$ cat config.mk
export PLATFORM = sky130hd
export DESIGN_NAME = mod_cu
export DESIGN_NICKNAME = d
export VERILOG_FILES = /design/src/rtl/mod_pkg.sv /design/src/rtl/mod_cu.sv
export SDC_FILE = /design/constraint.sdc
export NUM_CORES = 1
export LEC_CHECK = 0
export ABC_AREA = 1
export CAP_MARGIN = 30
export CORE_MARGIN = 3
export CORE_UTILIZATION = 37
export CTS_CLUSTER_DIAMETER = 50
export DETAILED_ROUTE_END_ITERATION = 8
export GPL_TIMING_DRIVEN = 0
export PLACE_DENSITY = 0.77
export SYNTH_ARGS = -nofsm -noshare
export SYNTH_HDL_FRONTEND = slang
export SYNTH_SLANG_ARGS = --single-unit
export TNS_END_PERCENT = 30
$ cat constraint.sdc
create_clock -name CLK -period 1.5 [get_ports CLK]
set_clock_uncertainty 0.2 [all_clocks]
set_input_delay 0.225 -clock CLK [delete_from_list [all_inputs] [get_ports CLK]]
set_output_delay 0.225 -clock CLK [all_outputs]
set_load 0.1 [all_outputs]
$ cat src/rtl/mod_pkg.sv
// Shared definitions for the mod_dp remainder datapath and its mod_cu controller.
package mod_pkg;

  localparam int W = 32;

  typedef enum logic [3:0] {
    IDLE  = 4'd0,
    LOAD  = 4'd1,
    COMP  = 4'd2,
    CHECK = 4'd3,
    SUB   = 4'd4,
    ASSGN = 4'd5,
    DONE  = 4'd6,
    FIN   = 4'd7,
    ERR   = 4'd8
  } state_t;

endpackage

$ cat src/rtl/mod_cu.sv
// Control unit for mod_dp: sequences load/compare/subtract/writeback for a mod b,
// bounds the subtraction count and reports divide-by-zero or timeout through err.
module mod_cu #(
  parameter int W        = mod_pkg::W,
  parameter int CNT_W    = 10,
  parameter int MAX_ITER = 1000
) (
  input  logic             CLK,
  input  logic             RST_N,
  input  logic             start,
  input  logic             abort,
  input  logic [W-1:0]     bin,
  input  logic             less_than,
  output logic             isAssgn,
  output logic             isComp,
  output logic             isSub,
  output logic             assgn,
  output logic             isDone,
  output logic             busy,
  output logic             done,
  output logic             err,
  output logic [CNT_W-1:0] iter_cnt
);
  import mod_pkg::*;

  localparam logic [CNT_W-1:0] MAX_CNT = CNT_W'(MAX_ITER);

  state_t           state_reg, state_next;
  logic [CNT_W-1:0] iter_cnt_reg, iter_cnt_next;

  always_ff @(posedge CLK) begin
    if (!RST_N) begin
      state_reg    <= IDLE;
      iter_cnt_reg <= '0;
    end else begin
      state_reg    <= state_next;
      iter_cnt_reg <= iter_cnt_next;
    end
  end

  always_comb begin
    state_next    = state_reg;
    iter_cnt_next = iter_cnt_reg;
    // abort also outranks start while idle, so one test covers every state
    if (abort) begin
      state_next = IDLE;
    end else begin
      case (state_reg)
        IDLE: begin
          if (start) begin
            if (bin == '0) begin
              state_next = ERR;
            end else begin
              iter_cnt_next = '0;
              state_next    = LOAD;
            end
          end
        end
        LOAD:  state_next = COMP;
        COMP:  state_next = CHECK;
        CHECK: begin
          // the limit is tested before SUB, so the counter can never wrap
          if (less_than)                   state_next = DONE;
          else if (iter_cnt_reg == MAX_CNT) state_next = ERR;
          else                             state_next = SUB;
        end
        SUB: begin
          iter_cnt_next = iter_cnt_reg + CNT_W'(1);
          state_next    = ASSGN;
        end
        ASSGN:   state_next = COMP;
        DONE:    state_next = FIN;
        FIN:     state_next = IDLE;
        ERR:     state_next = IDLE;
        default: state_next = IDLE;
      endcase
    end
  end

  assign isAssgn  = (state_reg == LOAD);
  assign isComp   = (state_reg == COMP);
  assign isSub    = (state_reg == SUB);
  assign assgn    = (state_reg == ASSGN);
  assign isDone   = (state_reg == DONE);
  assign busy     = (state_reg != IDLE);
  assign done     = (state_reg == FIN) || (state_reg == ERR);
  assign err      = (state_reg == ERR);
  assign iter_cnt = iter_cnt_reg;

endmodule

==> results.tsv <==
stage	metric	value	unit
sta	Slew Viols, Final	0	
sta	RSZ-0062 raised after global routing	true	
clock_tree	CTS tree	done	
outcome	status	complete, but fails checks	
finish	layout cell share with drive strength beyond 1	33.1	%
setup_path	Max FO, Critical Path	4	
logic_synthesis	yosys warns	0	
placement	Port Buffer Count	54	
finish	Net count, final	309	
setup_path	CP Capture Type	output pin	
routing	Vias/cell	5.29	
finish	Antenna diodes	0	
pwr	total leakage power	0.863	nW
setup_path	CP Launch Type	flip-flop	
logic_synthesis	mapped cell area	0.00114	mm^2
finish	filler instances	217	
pwr	pwr/cell area	451	mW/mm^2
outcome	failing checks	negative setup slack	
setup_path	CP Data Required Time	1.07	ns
die	Rows	19	
finish	Largest register FFs	10	
clock_tree	clock root cell	clkbuf_4	
logic_synthesis	sequential cell area fraction in the yosys report	24.6	%
setup_path	max incr delay on CP	0.37	ns
logic_synthesis	Yosys top cell by area	dfxtp_1	
setup_path	Worst path slowest cell	dfxtp_4	
logic_synthesis	Post-synth EDFFs	0	
sta	Worst Hold Slack	0.310	ns
sta	final worst slack	-0.311	ns
setup_path	crit path cell chain	nor2_4, inv_2, or2_4, o22ai_4, buf_12	
logic_synthesis	count leader, synth	nand2_1	
logic_synthesis	syn nets	229	
clock_tree	Max H-tree Level	1	
die	initial cell density of the core	39.9	%
grt	vias in the first global route	1387	
routing	Total Routed Length	4310	um
finish	Layout Area Growth over Synthesis	87.8	%
grt	GRT overflow	0	
clock_tree	number of CTS-inserted buffers	3	
min_path	hold crit path type	reg2reg	
sta	Max-slew headroom	81.0	%
logic_synthesis	Avg Inst Size Synth	5.99	um^2
grt	initial antenna violation count	0	
clock_tree	clock transition at the registers of the reported paths	0.08	ns
sta	Least-Margin Pin Slew	0.283	ns
logic_synthesis	share of the synthesized area in the top cell type	24.6	%
routing	Starting DRT DRC Count	122	
flow_run	MaxCap Viol Count	0	
logic_synthesis	count of cell types in the netlist	26	
logic_synthesis	#FFs+latches synth	14	
logic_synthesis	commonest cells in the synthesized netlist	47 x nand2_1, 40 x nor2_1, 26 x inv_1, 14 x dfxtp_1, 12 x nand4_1	
placement	DP Wirelength	2600	um
setup_path	delay-heaviest family, CP	flip-flops	
grt	largest net degree at the start of global routing	11	
clock_tree	Bufs on Longest Clock Path	2	
die	Ports	55	
clock_tree	worst skew pair latency	0.28	ns
grt	first-pass GRT wire length	5880	um
logic_synthesis	Post-Syn Instances	190	
routing	DR vias	1586	
pwr	VDD IR max	0.385	mV
die	die height	61.4	um
routing	drt first pass iters	5	
routing	wire per inst	14.4	um
die	Die Wd	61.4	um
logic_synthesis	Synth Flop Type	dfxtp_1	
setup_path	WP buf/inv	2	
die	CORE AREA	0.00285	mm^2
sta	Final setup viols	21	
placement	post-place setup slack	-1.07	ns
setup_path	WS Path Type	reg2out	
sta	f_max	0.552	GHz
sta	Final Hold Viols	0	
sta	Period minus WS final	1.81	ns
grt	total track usage	20.4	%
clock_tree	CTS hold repair buffers	0	
sta	fin crit share	121	%
routing	antenna-violating nets left	0	
logic_synthesis	Area contributors post-synth	dfxtp_1 25%, nand2_1 16%, nor2_1 13%	
routing	# DRC	0	
clock_tree	Clock Sinks	14	
setup_path	Arr. time, crit path	1.39	ns
logic_synthesis	ys async rst share	0	%
sta	post-route setup TNS	-3.68	ns
placement	RePlAce Congestion	0.830	
die	die area	0.00377	mm^2
[through the flow]
stage	util [%]	area (um^2)	instances	power, W
after floorplan	-	1240	190	0.000585
after global placement	63.7	1820	275	0.000719
after detailed placement	63.7	1820	275	0.000723
after CTS	70.6	2010	289	0.000951
after global routing	74.9	2140	300	0.00102
final	74.9	2140	300	0.000964
[cells in the final DEF (no fill, tap or decap), types with 2 or more instances in the layout]
| cell type | Yosys | routed |
|---|---|---|
| nand2_4 | 2 | 4 |
| nand2_1 | 47 | 45 |
| a21oi_1 | 11 | 10 |
| nor2_4 | 2 | 3 |
| clkdlybuf4s50_1 | 0 | 36 |
| buf_4 | 2 | 26 |
| nor2_2 | 0 | 4 |
| nand3_4 | 2 | 3 |
| nand3_1 | 10 | 10 |
| inv_4 | 1 | 2 |
| inv_2 | 1 | 2 |
| nor2_1 | 40 | 35 |
| dfxtp_2 | 0 | 6 |
| nor3_4 | 0 | 4 |
| o21bai_1 | 2 | 2 |
| buf_12 | 0 | 8 |
| dfxtp_4 | 0 | 7 |
| nand4_1 | 12 | 12 |
| inv_1 | 26 | 22 |
| clkbuf_4 | 0 | 5 |
| buf_6 | 0 | 3 |
[final timing paths]
kind	from	end	slack (ns)	depth (start not counted)
max	state_reg[1]$_SDFFE_PP0P_	done	-0.31	5
min	iter_cnt[5]$_SDFFE_PN0P_	iter_cnt[5]$_SDFFE_PN0P_	0.31	2
min reg2reg	iter_cnt[5]$_SDFFE_PN0P_	iter_cnt[5]$_SDFFE_PN0P_	0.31	2
max reg2reg	state_reg[1]$_SDFFE_PP0P_	iter_cnt[2]$_SDFFE_PN0P_	-0.23	11
[worst reg2reg max path, delay by kind of cell, from the launching register on]
family / cells / cell delay, ns
DFF: 1 / 0.37
and+or+nand+nor: 7 / 0.68
buffers and inverters: 4 / 0.39
[area by class of cell]
class	count	area (um^2)	area share, %
Buffer	3	23.8	1.11
Clock buffer	3	22.5	1.05
Clock inverter	1	3.75	0.176
Inverter	28	120	5.62
Multi-Input combinational cell	146	852	39.9
Sequential cell	14	314	14.7
Tap cell	31	38.8	1.82
Timing Repair Buffer	74	761	35.6
[cell families (layout without fill, tap and decap cells)]
family                     Yosys count  in the layout  synth area share (%)
xor gates and xnor gates             1              1                 0.770
DFF                                 14             14                  24.6
and+or+nand+nor                    125            126                  52.9
buffers and inverters               31            109                  11.1
AOI/OAI and AO/OA                   17             17                  8.36
adders and majority gates            2              2                  2.20
[where the power goes]
group | internal [W] | leakage, nW | switching (W)
clock network | 0.0000965 | 0.0154 | 0.000123
registers | 0.000372 | 0.122 | 0.0000118
logic | 0.000160 | 0.726 | 0.000200
[what timing repair did]
| item | in CTS | in global routing |
|---|---|---|
| setup buffers | 10 | 9 |
| setup endpoints to repair | 28 | 24 |
| pin swaps | 8 | 6 |
| resized for setup | 138 | 19 |
| cloned | 0 | 2 |
| hold endpoints to repair | 0 | 0 |
[metal layers]
metal  routed length, um  global-route usage, %  share of wire (%)
met1                1580                   22.6                 37
met2                2280                   37.9                 53
met3                 295                   3.98                6.8
met4                 155                   7.88                3.6
met5                   0                      0                  0
Note: power is estimated with default switching activity, not from simulation.
